`config.mk`:
```
export PLATFORM = sky130hd
export DESIGN_NAME = hazard_scoreboard
export DESIGN_NICKNAME = d
export VERILOG_FILES = /design/src/rtl/hazard_scoreboard_pkg.sv /design/src/rtl/hazard_sb_match.sv /design/src/rtl/hazard_scoreboard.sv
export SDC_FILE = /design/constraint.sdc
export NUM_CORES = 1
export LEC_CHECK = 0
export BUFFER_PORTS_ARGS = -buffer_cell sky130_fd_sc_hd__buf_2
export CELL_PAD_IN_SITES_DETAIL_PLACEMENT = 1
export CELL_PAD_IN_SITES_GLOBAL_PLACEMENT = 1
export CORE_MARGIN = 5
export CORE_UTILIZATION = 35
export CTS_BUF_LIST = sky130_fd_sc_hd__clkbuf_16
export DETAILED_ROUTE_END_ITERATION = 16
export PLACE_DENSITY_LB_ADDON = 0.1
export SETUP_SLACK_MARGIN = 0.02
export SYNTH_ARGS = -nofsm -noshare
export SYNTH_HDL_FRONTEND = slang
export SYNTH_SLANG_ARGS = --single-unit
```
`constraint.sdc`:
```
create_clock -name i_clk -period 2.35 [get_ports i_clk]
set_clock_uncertainty 0.2 [all_clocks]
set_input_delay 0.5875 -clock i_clk [delete_from_list [all_inputs] [get_ports i_clk]]
set_output_delay 0.5875 -clock i_clk [all_outputs]
set_load 0.01 [all_outputs]
```
`src/rtl/hazard_scoreboard_pkg.sv`:
```
// Shared types for the load-use / RAW hazard scoreboard.
// Each scoreboard entry describes one in-flight register writer at or beyond EX.
package hazard_scoreboard_pkg;

   typedef struct packed {
      logic       valid;
      logic [4:0] rd;
      logic       is_load;
   } sb_entry_t;

   localparam logic [1:0] WB_SEL_LOAD = 2'b00;

endpackage

```
`src/rtl/hazard_sb_match.sv`:
```
// Compares one scoreboard entry against the decode-stage source operands.
// IN_WINDOW is fixed at elaboration from the entry's distance past EX.
module hazard_sb_match
   import hazard_scoreboard_pkg::*;
#(
   parameter int FORWARD_EN = 1,
   parameter bit IN_WINDOW  = 1'b1
) (
   input  sb_entry_t  entry,
   input  logic [4:0] rs1_addr,
   input  logic [4:0] rs2_addr,
   input  logic       rs1_used,
   input  logic       rs2_used,
   output logic       match
);

   logic rs1_hit;
   logic rs2_hit;
   logic kind_ok;

   always_comb begin
      rs1_hit = rs1_used && (entry.rd == rs1_addr);
      rs2_hit = rs2_used && (entry.rd == rs2_addr);
      // With forwarding, only loads are still unresolved inside the window
      kind_ok = (FORWARD_EN == 0) || entry.is_load;
      match   = IN_WINDOW && entry.valid && (entry.rd != 5'd0) && kind_ok
                && (rs1_hit || rs2_hit);
   end

endmodule

```
`src/rtl/hazard_scoreboard.sv`:
```
// Load-use / RAW hazard unit beside decode: shift-register scoreboard of
// in-flight writers from EX onward, stall/bubble generation and a stall counter.
module hazard_scoreboard
   import hazard_scoreboard_pkg::*;
#(
   parameter int LOAD_LAT   = 1,
   parameter int WB_DIST    = 2,
   parameter int FORWARD_EN = 1,
   parameter int CNT_W      = 16
) (
   input  logic             i_clk,
   input  logic             i_reset,
   input  logic [4:0]       i_rs1_addr_decode,
   input  logic [4:0]       i_rs2_addr_decode,
   input  logic             i_rs1_used_decode,
   input  logic             i_rs2_used_decode,
   input  logic [4:0]       i_rd_addr_decode,
   input  logic             i_rd_wren_decode,
   input  logic [1:0]       i_wb_sel_decode,
   input  logic             i_flush_branch,
   input  logic             i_mem_stall,
   output logic             o_stall,
   output logic             o_bubble,
   output logic [CNT_W-1:0] o_stall_cnt
);

   localparam int D = (FORWARD_EN != 0) ? LOAD_LAT
                                        : ((LOAD_LAT > WB_DIST) ? LOAD_LAT : WB_DIST);
   localparam int W = (FORWARD_EN != 0) ? LOAD_LAT : WB_DIST;

   localparam logic [CNT_W-1:0] CNT_MAX = {CNT_W{1'b1}};
   localparam logic [CNT_W-1:0] CNT_INC = {{(CNT_W-1){1'b0}}, 1'b1};

   // Valid bits are control and get reset; rd/is_load are payload qualified by valid
   logic             sb_vld_q [D];
   logic [4:0]       sb_rd_q  [D];
   logic             sb_ld_q  [D];
   sb_entry_t        sb       [D];
   logic [D-1:0]     match;
   logic             hazard;
   logic             new_vld;
   logic [CNT_W-1:0] stall_cnt_q;

   always_comb begin
      for (int k = 0; k < D; k++) begin
         sb[k] = '{valid: sb_vld_q[k], rd: sb_rd_q[k], is_load: sb_ld_q[k]};
      end
   end

   for (genvar k = 0; k < D; k++) begin : g_match
      hazard_sb_match #(
         .FORWARD_EN (FORWARD_EN),
         .IN_WINDOW  (k < W)
      ) u_match (
         .entry    (sb[k]),
         .rs1_addr (i_rs1_addr_decode),
         .rs2_addr (i_rs2_addr_decode),
         .rs1_used (i_rs1_used_decode),
         .rs2_used (i_rs2_used_decode),
         .match    (match[k])
      );
   end

   assign hazard   = |match;
   assign o_stall  = hazard & ~i_flush_branch & ~i_mem_stall;
   assign o_bubble = o_stall;
   // A flushed or held decode instruction enters EX as a bubble
   assign new_vld  = i_rd_wren_decode & ~i_flush_branch & ~hazard;

   always_ff @(posedge i_clk or negedge i_reset) begin
      if (!i_reset) begin
         for (int k = 0; k < D; k++) begin
            sb_vld_q[k] <= 1'b0;
         end
      end else if (!i_mem_stall) begin
         sb_vld_q[0] <= new_vld;
         for (int k = 1; k < D; k++) begin
            sb_vld_q[k] <= sb_vld_q[k-1];
         end
      end
   end

   always_ff @(posedge i_clk) begin
      if (!i_mem_stall) begin
         sb_rd_q[0] <= i_rd_addr_decode;
         sb_ld_q[0] <= (i_wb_sel_decode == WB_SEL_LOAD);
         for (int k = 1; k < D; k++) begin
            sb_rd_q[k] <= sb_rd_q[k-1];
            sb_ld_q[k] <= sb_ld_q[k-1];
         end
      end
   end

   // o_stall is already masked by i_mem_stall, so the counter freezes with the pipe
   always_ff @(posedge i_clk or negedge i_reset) begin
      if (!i_reset) begin
         stall_cnt_q <= '0;
      end else if (o_stall && (stall_cnt_q != CNT_MAX)) begin
         stall_cnt_q <= stall_cnt_q + CNT_INC;
      end
   end

   assign o_stall_cnt = stall_cnt_q;

endmodule

```
==> results of run 1 <==
==> final cells by class <==
class                   instances  area (µm²)  share of cell area
multi-input cells              84         851               0.440
flip-flops and latches         23         606               0.313
repair buffers                 54         322               0.166
clock buffers                   3        75.1              0.0389
well taps                      48        60.1              0.0311
inverters                       3        11.3             0.00583
clock inverters                 1        7.51             0.00389
==> Yosys cell counts <==
cell type	n	area [µm²]
xnor2_1	2	17.5
mux2_2	5	56.3
and4_1	3	26.3
nor3_2	1	10.0
nor4b_1	1	8.76
nand4_1	4	25.0
nor3_4	1	16.3
inv_1	3	11.3
nor4_2	9	113
xor2_1	17	149
buf_4	2	15.0
ha_1	1	12.5
a32oi_2	1	16.3
nand2_1	12	45.0
nor4_1	5	31.3
edfxtp_1	6	180
o41ai_1	1	8.76
or3_1	1	6.26
and2b_1	1	7.51
buf_6	1	11.3
nand2_2	1	6.26
o21ai_0	1	5.00
and3_1	1	6.26
a31oi_1	1	6.26
o311a_1	1	10.0
mux2i_1	1	10.0
nor2_1	3	11.3
mux2_1	1	11.3
dfrtp_1	17	425
nor4b_2	1	15.0
nand3_1	4	20.0
buf_2	1	5.00
nand2b_1	1	6.26
and2_1	3	18.8
==> per-stage QoR <==
| step | area [µm²] | hold WS (ps) |
|---|---|---|
| floorplan | 1340 | 91.9 |
| global placement | 1620 | 263 |
| detailed placement | 1620 | 283 |
| CTS | 1780 | 63.9 |
| global route | 1930 | 89.5 |
| finish | 1930 | 46.7 |
==> layout by cell type, fill, tap and decap left out, types with 2 or more instances in the layout <==
master	netlist	layout
buf_2	1	41
nand3_1	4	4
nor4_2	9	3
nand4_1	4	4
nor4b_4	0	2
and4_1	3	3
and2_1	3	3
xnor2_1	2	2
xor2_1	17	16
dfrtp_1	17	17
nor3_4	1	2
clkbuf_16	0	3
inv_1	3	3
buf_6	1	5
nor2_1	3	2
edfxtp_1	6	6
buf_4	2	8
nand2_1	12	11
nor4_4	0	10
mux2_2	5	5
nand2_2	1	2
==> per-layer routing <==
| metal | track usage | up-vias | part of all wire |
|---|---|---|---|
| met4 | 0.0376 | 0 | 0.0097 |
| met3 | 0.0379 | 4 | 0.054 |
| met5 | 0 | - | 0 |
| li1 | - | 529 | - |
| met1 | 0.191 | 544 | 0.44 |
| met2 | 0.247 | 30 | 0.49 |
==> cells by family after synthesis <==
group	synth area share
fa+ha+maj	0.00945
simple gates	0.282
flops	0.457
buf+inv	0.0321
compound gates	0.0350
mux	0.0586
xor+xnor	0.126
==> state kept, by name, indices dropped and copies added (netlist names) <==
signal and flops:
o_stall_cnt 16, sb_ld_q 1, sb_vld_q 1, sb_rd_q 5
==> final timing paths <==
path                                       startpoint                     endpoint  slack [ps]  cells after the start
min                                           i_reset   o_stall_cnt[6]$_DFFE_PN0P_          50                      1
max                           sb_rd_q[0][1]$_DFFE_PN_                     o_bubble        -130                      5
min reg2reg                o_stall_cnt[5]$_DFFE_PN0P_   o_stall_cnt[5]$_DFFE_PN0P_         290                      1
min in group i_clk         o_stall_cnt[5]$_DFFE_PN0P_   o_stall_cnt[5]$_DFFE_PN0P_         290                      1
max in group asynchronous                     i_reset         sb_vld_q$_DFFE_PN0N_        1620                      1
max reg2reg                   sb_rd_q[0][1]$_DFFE_PN_  o_stall_cnt[13]$_DFFE_PN0P_          60                      8
==> power groups by stage <==
stage	Combinational [µW]	Clock, µW	Sequential [µW]
global route	111	408	434
floorplan	35.9	0	440
finish	101	382	433
global placement	73.9	0	441
CTS	88.8	392	432
detailed placement	77.3	0	442
==> critical path, stage by stage, from the launching register on <==
cell	delay [ps]
edfxtp_1	420
or3_1	380
o311a_1	330
nand2_2	110
nor2_4	50
buf_2	140
==> repair_timing <==
item                       in CTS  in global routing
cloned                          0                  0
setup buffers                   3                  3
setup endpoints to repair       5                 18
pin swaps                       1                 10
resized for setup               8                 19
==> results.json, run 1 <==
{
  "finalSetupViolations": 2,
  "startpoint_type": "register",
  "cts-htree-levels": 1,
  "netSwitchingPower_uw": 215,
  "antenna_found_initial": 0,
  "diodes": 0,
  "routed_wl_um": 3690,
  "dpl.cell_count": 206,
  "synth_nets": 139,
  "pwr-share-seq": 0.473,
  "fp.dieH_um": 71.5,
  "violations": "negative setup slack",
  "worstPathRequired_ps": 1560,
  "setup_slack_ps": -131,
  "end_kind": "primary output",
  "synth_cell_types": 34,
  "relSlewSlack": 0.735,
  "avgRoutedWirePerCell_um": 17.1,
  "start_util": 0.362,
  "numPortBuffers": 41,
  "finalCritPeriodShare": 1.06,
  "vias_per_cell": 5.13,
  "synthCells": 114,
  "cp.arrival_ps": 1690,
  "cts_sinks": 23,
  "nNetsFinal": 194,
  "place_congestion": 0.798,
  "p_leak_uw": 0.000918,
  "status": "finished, violations left",
  "drv_slew": 0,
  "max_freq_ghz": 0.403,
  "clockBufferDepth": 2,
  "avgSynthCellArea_um2": 11.6,
  "layout-drive-gt1-share": 0.512,
  "worst_pin_slew_ps": 397,
  "clkLatencyLatePin_ps": 260,
  "design.die.area_mm2": 0.00511,
  "clk_pin_slew_worst_paths_ps": 70,
  "rsz0062_at_grt": "true",
  "tritoncts": "built",
  "switching_share": 0.235,
  "ys_warn_count": 0,
  "synth_seq_cells": 23,
  "ir_drop_v": 0.000372,
  "crit_type": "reg -> out",
  "rows": 22,
  "fillers": 417,
  "postRouteAntennaNets": 0,
  "core_area_mm2": 0.00366,
  "io_pins": 42,
  "cts_buffers": 3,
  "grt_pass1_vias": 1202,
  "vias": 1107,
  "grt_pass1_wl_um": 6040,
  "period_needed_ps": 2480,
  "p_per_area_mw_per_mm2": 474,
  "dp_hpwl_um": 2590,
  "grt.overflow.total": 0,
  "final_core_util": 0.528,
  "die_w_um": 71.5,
  "hp-class": "in -> async",
  "grt_max_degree": 18,
  "tns_ps": -261,
  "hold_buffers": 0,
  "grt.total_usage": 0.148,
  "fin_cells": 216,
  "drc": 0,
  "p_clk_frac": 0.417,
  "drt_iter0_drc": 14,
  "ys_seq_area_frac": 0.457,
  "drv_cap": 0,
  "intPower_uw": 700,
  "total_power_uw": 915,
  "combPwrFrac": 0.110,
  "crit_fanout": 3,
  "post-place-ws_ps": -218,
  "area_delta_synth_final_pct": 45.9,
  "final_hold_viol_count": 0,
  "drt-pass1-iter-count": 4,
  "syn_area_mm2": 0.00132,
  "root_buffer": "clkbuf_16"
}
(Power assumes the default switching activity.)
==> run 2: changes to the inputs <==
--- a/config.mk
+++ b/config.mk
@@ -9,7 +9,7 @@
 export CELL_PAD_IN_SITES_DETAIL_PLACEMENT = 1
 export CELL_PAD_IN_SITES_GLOBAL_PLACEMENT = 1
 export CORE_MARGIN = 5
-export CORE_UTILIZATION = 35
+export CORE_UTILIZATION = 38
 export CTS_BUF_LIST = sky130_fd_sc_hd__clkbuf_16
 export DETAILED_ROUTE_END_ITERATION = 16
 export PLACE_DENSITY_LB_ADDON = 0.1
==> constraint.sdc (replaced) <==
create_clock -name i_clk -period 2.7 [get_ports i_clk]
set_clock_uncertainty 0.2 [all_clocks]
set_input_delay 0.675 -clock i_clk [delete_from_list [all_inputs] [get_ports i_clk]]
set_output_delay 0.675 -clock i_clk [all_outputs]
set_load 0.01 [all_outputs]
==> run 2 against run 1 <==
Against the previous run:
- the flow now finishes without violations
- via count fell by 2.3%
- cell count fell by 4.2%
- sequential share of layout area rose by 4.6 points
- power fell by 17%
- hold slack improved by 93 ps
- utilization fell by 2.6 points
==> results.json, run 2 (synthesis gave the netlist of run 1 again) <==
{
  "status": "completed",
  "clockBufferDepth": 2,
  "grt.total_usage": 0.147,
  "max_freq_ghz": 0.387,
  "die_w_um": 69.0,
  "final_hold_viol_count": 0,
  "worstPathRequired_ps": 1820,
  "place_congestion": 0.778,
  "clk_pin_slew_worst_paths_ps": 60,
  "fin_cells": 207,
  "cts_resized": 0,
  "area_delta_synth_final_pct": 27.4,
  "end_kind": "primary output",
  "relSlewSlack": 0.739,
  "tritoncts": "built",
  "reg2reg_depth": 6,
  "grt_pass1_wl_um": 5830,
  "vias": 1081,
  "rows": 21,
  "use_met2": 0.248,
  "post_cts_buffers": 0,
  "start_util": 0.394,
  "hp-class": "in -> async",
  "postRouteAntennaNets": 0,
  "clkLatencyLatePin_ps": 250,
  "routed_wl_um": 3370,
  "startpoint_type": "register",
  "drc": 0,
  "crit_fanout": 3,
  "rsz0062_at_grt": "false",
  "cts-htree-levels": 1,
  "worst_pin_slew_ps": 391,
  "period_needed_ps": 2580,
  "grt-busiest-layer": "met2",
  "core_area_mm2": 0.00336,
  "grt.overflow.total": 0,
  "finalSetupViolations": 0,
  "drv_slew": 0,
  "cts_sinks": 23,
  "grt_max_degree": 18,
  "diodes": 0,
  "p_per_area_mw_per_mm2": 448,
  "root_buffer": "clkbuf_16",
  "io_pins": 42,
  "drt-pass1-iter-count": 4,
  "avgRoutedWirePerCell_um": 16.3,
  "seqCellArea_um2": 606,
  "design.die.area_mm2": 0.00476,
  "hold_buffers": 0,
  "rr_endpoint": "o_stall_cnt[10]$_DFFE_PN0P_",
  "numPortBuffers": 41,
  "finalCritPeriodShare": 0.956,
  "final_common_cell": "buf_2",
  "met1_usage": 0.197,
  "vias_per_cell": 5.22,
  "nNetsFinal": 187,
  "rr_startpoint": "sb_rd_q[0][3]$_DFFE_PN_",
  "cp.arrival_ps": 1710,
  "fillers": 407,
  "layout-drive-gt1-share": 0.435,
  "largest_register_ffs": 16,
  "critPathLaunch": "sb_rd_q[0][1]$_DFFE_PN_",
  "total_power_uw": 755,
  "fp.dieH_um": 69.0,
  "tns_ps": 0,
  "p_leak_uw": 0.000811,
  "antenna_found_initial": 0,
  "cts_buffers": 3,
  "grt_pass1_vias": 1209,
  "ir_drop_v": 0.000333,
  "final_cell_mix": "41 x buf_2, 17 x xor2_1, 17 x dfrtp_1",
  "crit_type": "reg -> out",
  "use_met3": 0.0305,
  "drv_cap": 0,
  "drt_iter0_drc": 36,
  "multi_input_area_um2": 683,
  "dpl.cell_count": 201,
  "regToRegSetupSlack_ps": 310,
  "final_core_util": 0.501,
  "dp_hpwl_um": 2580
}
-- run 2: cell types whose count changed in the layout (fill, tap and decap cells not counted), moves of 2 or more --
cell / before / now
nor4b_4: 2 / 0
nor4_2: 3 / 9
nor4_4: 10 / 0
buf_4: 8 / 6
buf_6: 5 / 0
nor4_1: 1 / 5
-- run 2: final cells by class --
type / instances / area share
Clock buffer: 3 / 0.0445
Inverter: 3 / 0.00668
Clock inverter: 1 / 0.00223
Sequential cell: 23 / 0.359
Tap cell: 46 / 0.0341
Timing Repair Buffer: 47 / 0.148
Multi-Input combinational cell: 84 / 0.405
-- run 2: how the worst max path moves through the flow --
stage | end | slack [ps] | cells after the start
5_1_grt | o_bubble | 30 | 5
4_1_cts | o_bubble | 60 | 5
2_1_floorplan | o_stall | 60 | 6
3_5_place_dp | o_stall_cnt[14]$_DFFE_PN0P_ | 30 | 7
6_report | o_bubble | 120 | 5
3_3_place_gp | o_stall_cnt[12]$_DFFE_PN0P_ | 70 | 7
-- run 2: per-stage QoR --
stage	instance area (µm²)	hold slack (ps)	setup WS (ps)
after detailed placement	1590	287	30.2
after floorplan	1330	179	57.9
final	1690	140	119
after CTS	1670	154	56.3
after global routing	1690	166	33.1
after global placement	1590	262	66.8
-- run 2: layer usage --
layer,vias up,share of wire
met5,-,0
met1,544,0.46
met2,19,0.51
li1,516,-
met3,2,0.023
met4,0,0.0062
-- run 2: critical path, cell delays in order (launching register included) --
cell and delay [ps]:
edfxtp_1 430, or3_1 380, o311a_1 320, nand2_1 140, nor2_4 50, buf_2 140
-- run 2: where the power goes --
group	internal, µW	switching, µW	leakage [µW]
clock	197	115	0.0000423
sequential	368	9.22	0.000290
combinational	31.8	33.8	0.000479
total	598	158	0.000811
==> run 3: changes to the inputs <==
--- a/config.mk
+++ b/config.mk
@@ -5,13 +5,13 @@
 export SDC_FILE = /design/constraint.sdc
 export NUM_CORES = 1
 export LEC_CHECK = 0
-export BUFFER_PORTS_ARGS = -buffer_cell sky130_fd_sc_hd__buf_2
 export CELL_PAD_IN_SITES_DETAIL_PLACEMENT = 1
 export CELL_PAD_IN_SITES_GLOBAL_PLACEMENT = 1
 export CORE_MARGIN = 5
-export CORE_UTILIZATION = 38
+export CORE_UTILIZATION = 47
 export CTS_BUF_LIST = sky130_fd_sc_hd__clkbuf_16
 export DETAILED_ROUTE_END_ITERATION = 16
+export DONT_BUFFER_PORTS = 1
 export PLACE_DENSITY_LB_ADDON = 0.1
 export SETUP_SLACK_MARGIN = 0.02
 export SYNTH_ARGS = -nofsm -noshare
==> run 3 against run 2 <==
Against the previous run:
- hold slack better by 170 ps
- power decreased by 0.56%
- final area is 13% lower
- cell count decreased by 28%
- via count is 15% lower
- first-iteration DRC count rose by 2.8%
- worst setup slack worse by 26 ps
- maximum frequency shrank 0.99%
- die area down 16%
- combinational power decreased by 28%
- sequential share of layout area is 5.1 points higher
- clock-buffer cell count is the same
- critical path type unchanged
- highest routed layer unchanged
==> results.json, run 3 (synthesis gave the netlist of run 1 again) <==
{
  "drc": 0,
  "dp_hpwl_um": 2320,
  "final_cell_mix": "17 x xor2_1, 17 x dfrtp_1, 12 x nand2_1",
  "use_met2": 0.265,
  "numPortBuffers": 0,
  "routed_wl_um": 3270,
  "clk_pin_slew_worst_paths_ps": 60,
  "use_met3": 0.0533,
  "io_pins": 42,
  "relSlewSlack": 0.441,
  "tritoncts": "built",
  "area_delta_synth_final_pct": 11.4,
  "combPwrFrac": 0.063,
  "finalCritPeriodShare": 0.965,
  "diodes": 0,
  "rows": 19,
  "hp-class": "in -> reg",
  "drt-pass1-iter-count": 3,
  "crit_buf_inv": 0,
  "ir_drop_v": 0.000534,
  "layout-drive-gt1-share": 0.235,
  "cp_slowest_stage_delay_ps": 470,
  "cts_buffers": 3,
  "grt-busiest-layer": "met2",
  "start_util": 0.484,
  "die_w_um": 63.1,
  "antenna_found_initial": 0,
  "end_kind": "primary output",
  "max_freq_ghz": 0.384,
  "met1_usage": 0.194,
  "cp.arrival_ps": 1730,
  "worstPathRequired_ps": 1820,
  "vias_per_cell": 6.14,
  "cts_sinks": 23,
  "finalSetupViolations": 0,
  "crit_slowest_cell": "edfxtp_1",
  "cts-htree-levels": 1,
  "startpoint_type": "register",
  "regToRegSetupSlack_ps": 180,
  "crit_type": "reg -> out",
  "pwr-share-seq": 0.505,
  "setup_slack_ps": 93.5,
  "worst_pin_slew_ps": 836,
  "crit_fanout": 3,
  "dpl.cell_count": 144,
  "postRouteAntennaNets": 0,
  "largest_register_ffs": 16,
  "tns_ps": 0,
  "p_clk_frac": 0.432,
  "drv_cap": 0,
  "p_per_area_mw_per_mm2": 509,
  "design.die.area_mm2": 0.00398,
  "avgRoutedWirePerCell_um": 21.8,
  "period_needed_ps": 2610,
  "p_leak_uw": 0.000615,
  "fin_cells": 150,
  "nNetsFinal": 145,
  "grt_pass1_wl_um": 5130,
  "drv_slew": 0,
  "grt_max_degree": 18,
  "post-place-ws_ps": 101,
  "grt.overflow.total": 0,
  "final_hold_viol_count": 0,
  "intPower_uw": 585,
  "cp_top_family": "simple AND/OR/NAND/NOR gates",
  "netSwitchingPower_uw": 166,
  "drt_iter0_drc": 37,
  "core_area_mm2": 0.00273,
  "vias": 921,
  "fp.dieH_um": 63.1,
  "root_buffer": "clkbuf_16",
  "clkLatencyLatePin_ps": 260,
  "crit_chain": "xor2_1, nor4_2, a32oi_4, nor2_4",
  "clockBufferDepth": 2,
  "status": "completed",
  "rsz0062_at_grt": "false",
  "switching_share": 0.221,
  "grt_pass1_vias": 1025,
  "grt.total_usage": 0.166,
  "place_congestion": 0.709
}
[run 3: layout make-up]
type                            instances  area [µm²]
Inverter                                3        11.3
Clock inverter                          1        3.75
Sequential cell                        23         606
Fill cell                             295        1260
Timing Repair Buffer                    5        40.0
Multi-Input combinational cell         84         701
Tap cell                               31        38.8
Clock buffer                            3        75.1
[run 3: repair_timing]
| item | CTS | global route |
|---|---|---|
| gates resized for setup | 2 | 0 |
| endpoints found under the setup margin | 2 | 0 |
| hold endpoints to repair | 17 | 0 |
| buffers inserted | 1 | 0 |
| hold buffers | 1 | 0 |
[run 3: worst paths after layout]
path                                          from                     endpoint  cells past startpoint
min                            i_rd_addr_decode[1]      sb_rd_q[0][1]$_DFFE_PN_                      0
max                        sb_rd_q[0][3]$_DFFE_PN_                      o_stall                      4
min reg2reg                   sb_vld_q$_DFFE_PN0N_         sb_vld_q$_DFFE_PN0N_                      2
max reg2reg                sb_rd_q[0][3]$_DFFE_PN_  o_stall_cnt[10]$_DFFE_PN0P_                      6
min in group asynchronous                  i_reset   o_stall_cnt[5]$_DFFE_PN0P_                      1
max in group asynchronous                  i_reset   o_stall_cnt[6]$_DFFE_PN0P_                      1
[run 3: metrics by stage]
stage               cell area (µm²)  hold slack, ps  utilization  power [µW]
floorplan                      1330             179            -         414
global placement               1360             180        0.498         419
detailed placement             1360             180        0.498         422
CTS                            1480             302        0.540         760
global route                   1480             294        0.540         783
finish                         1480             306        0.540         751
[run 3: per-layer routing]
layer / share of wire / up-vias
li1: - / 430
met2: 0.50 / 24
met4: 0.024 / 0
met1: 0.40 / 460
met3: 0.070 / 7
met5: 0 / -
[run 3: power by group through the flow]
stage	clock network [µW]	logic, µW	registers, µW
4_1_cts	332	48.4	379
6_report	324	47.4	380
3_3_place_gp	0	33.6	385
3_5_place_dp	0	36.1	386
5_1_grt	350	52.6	381
2_1_floorplan	0	31.0	383
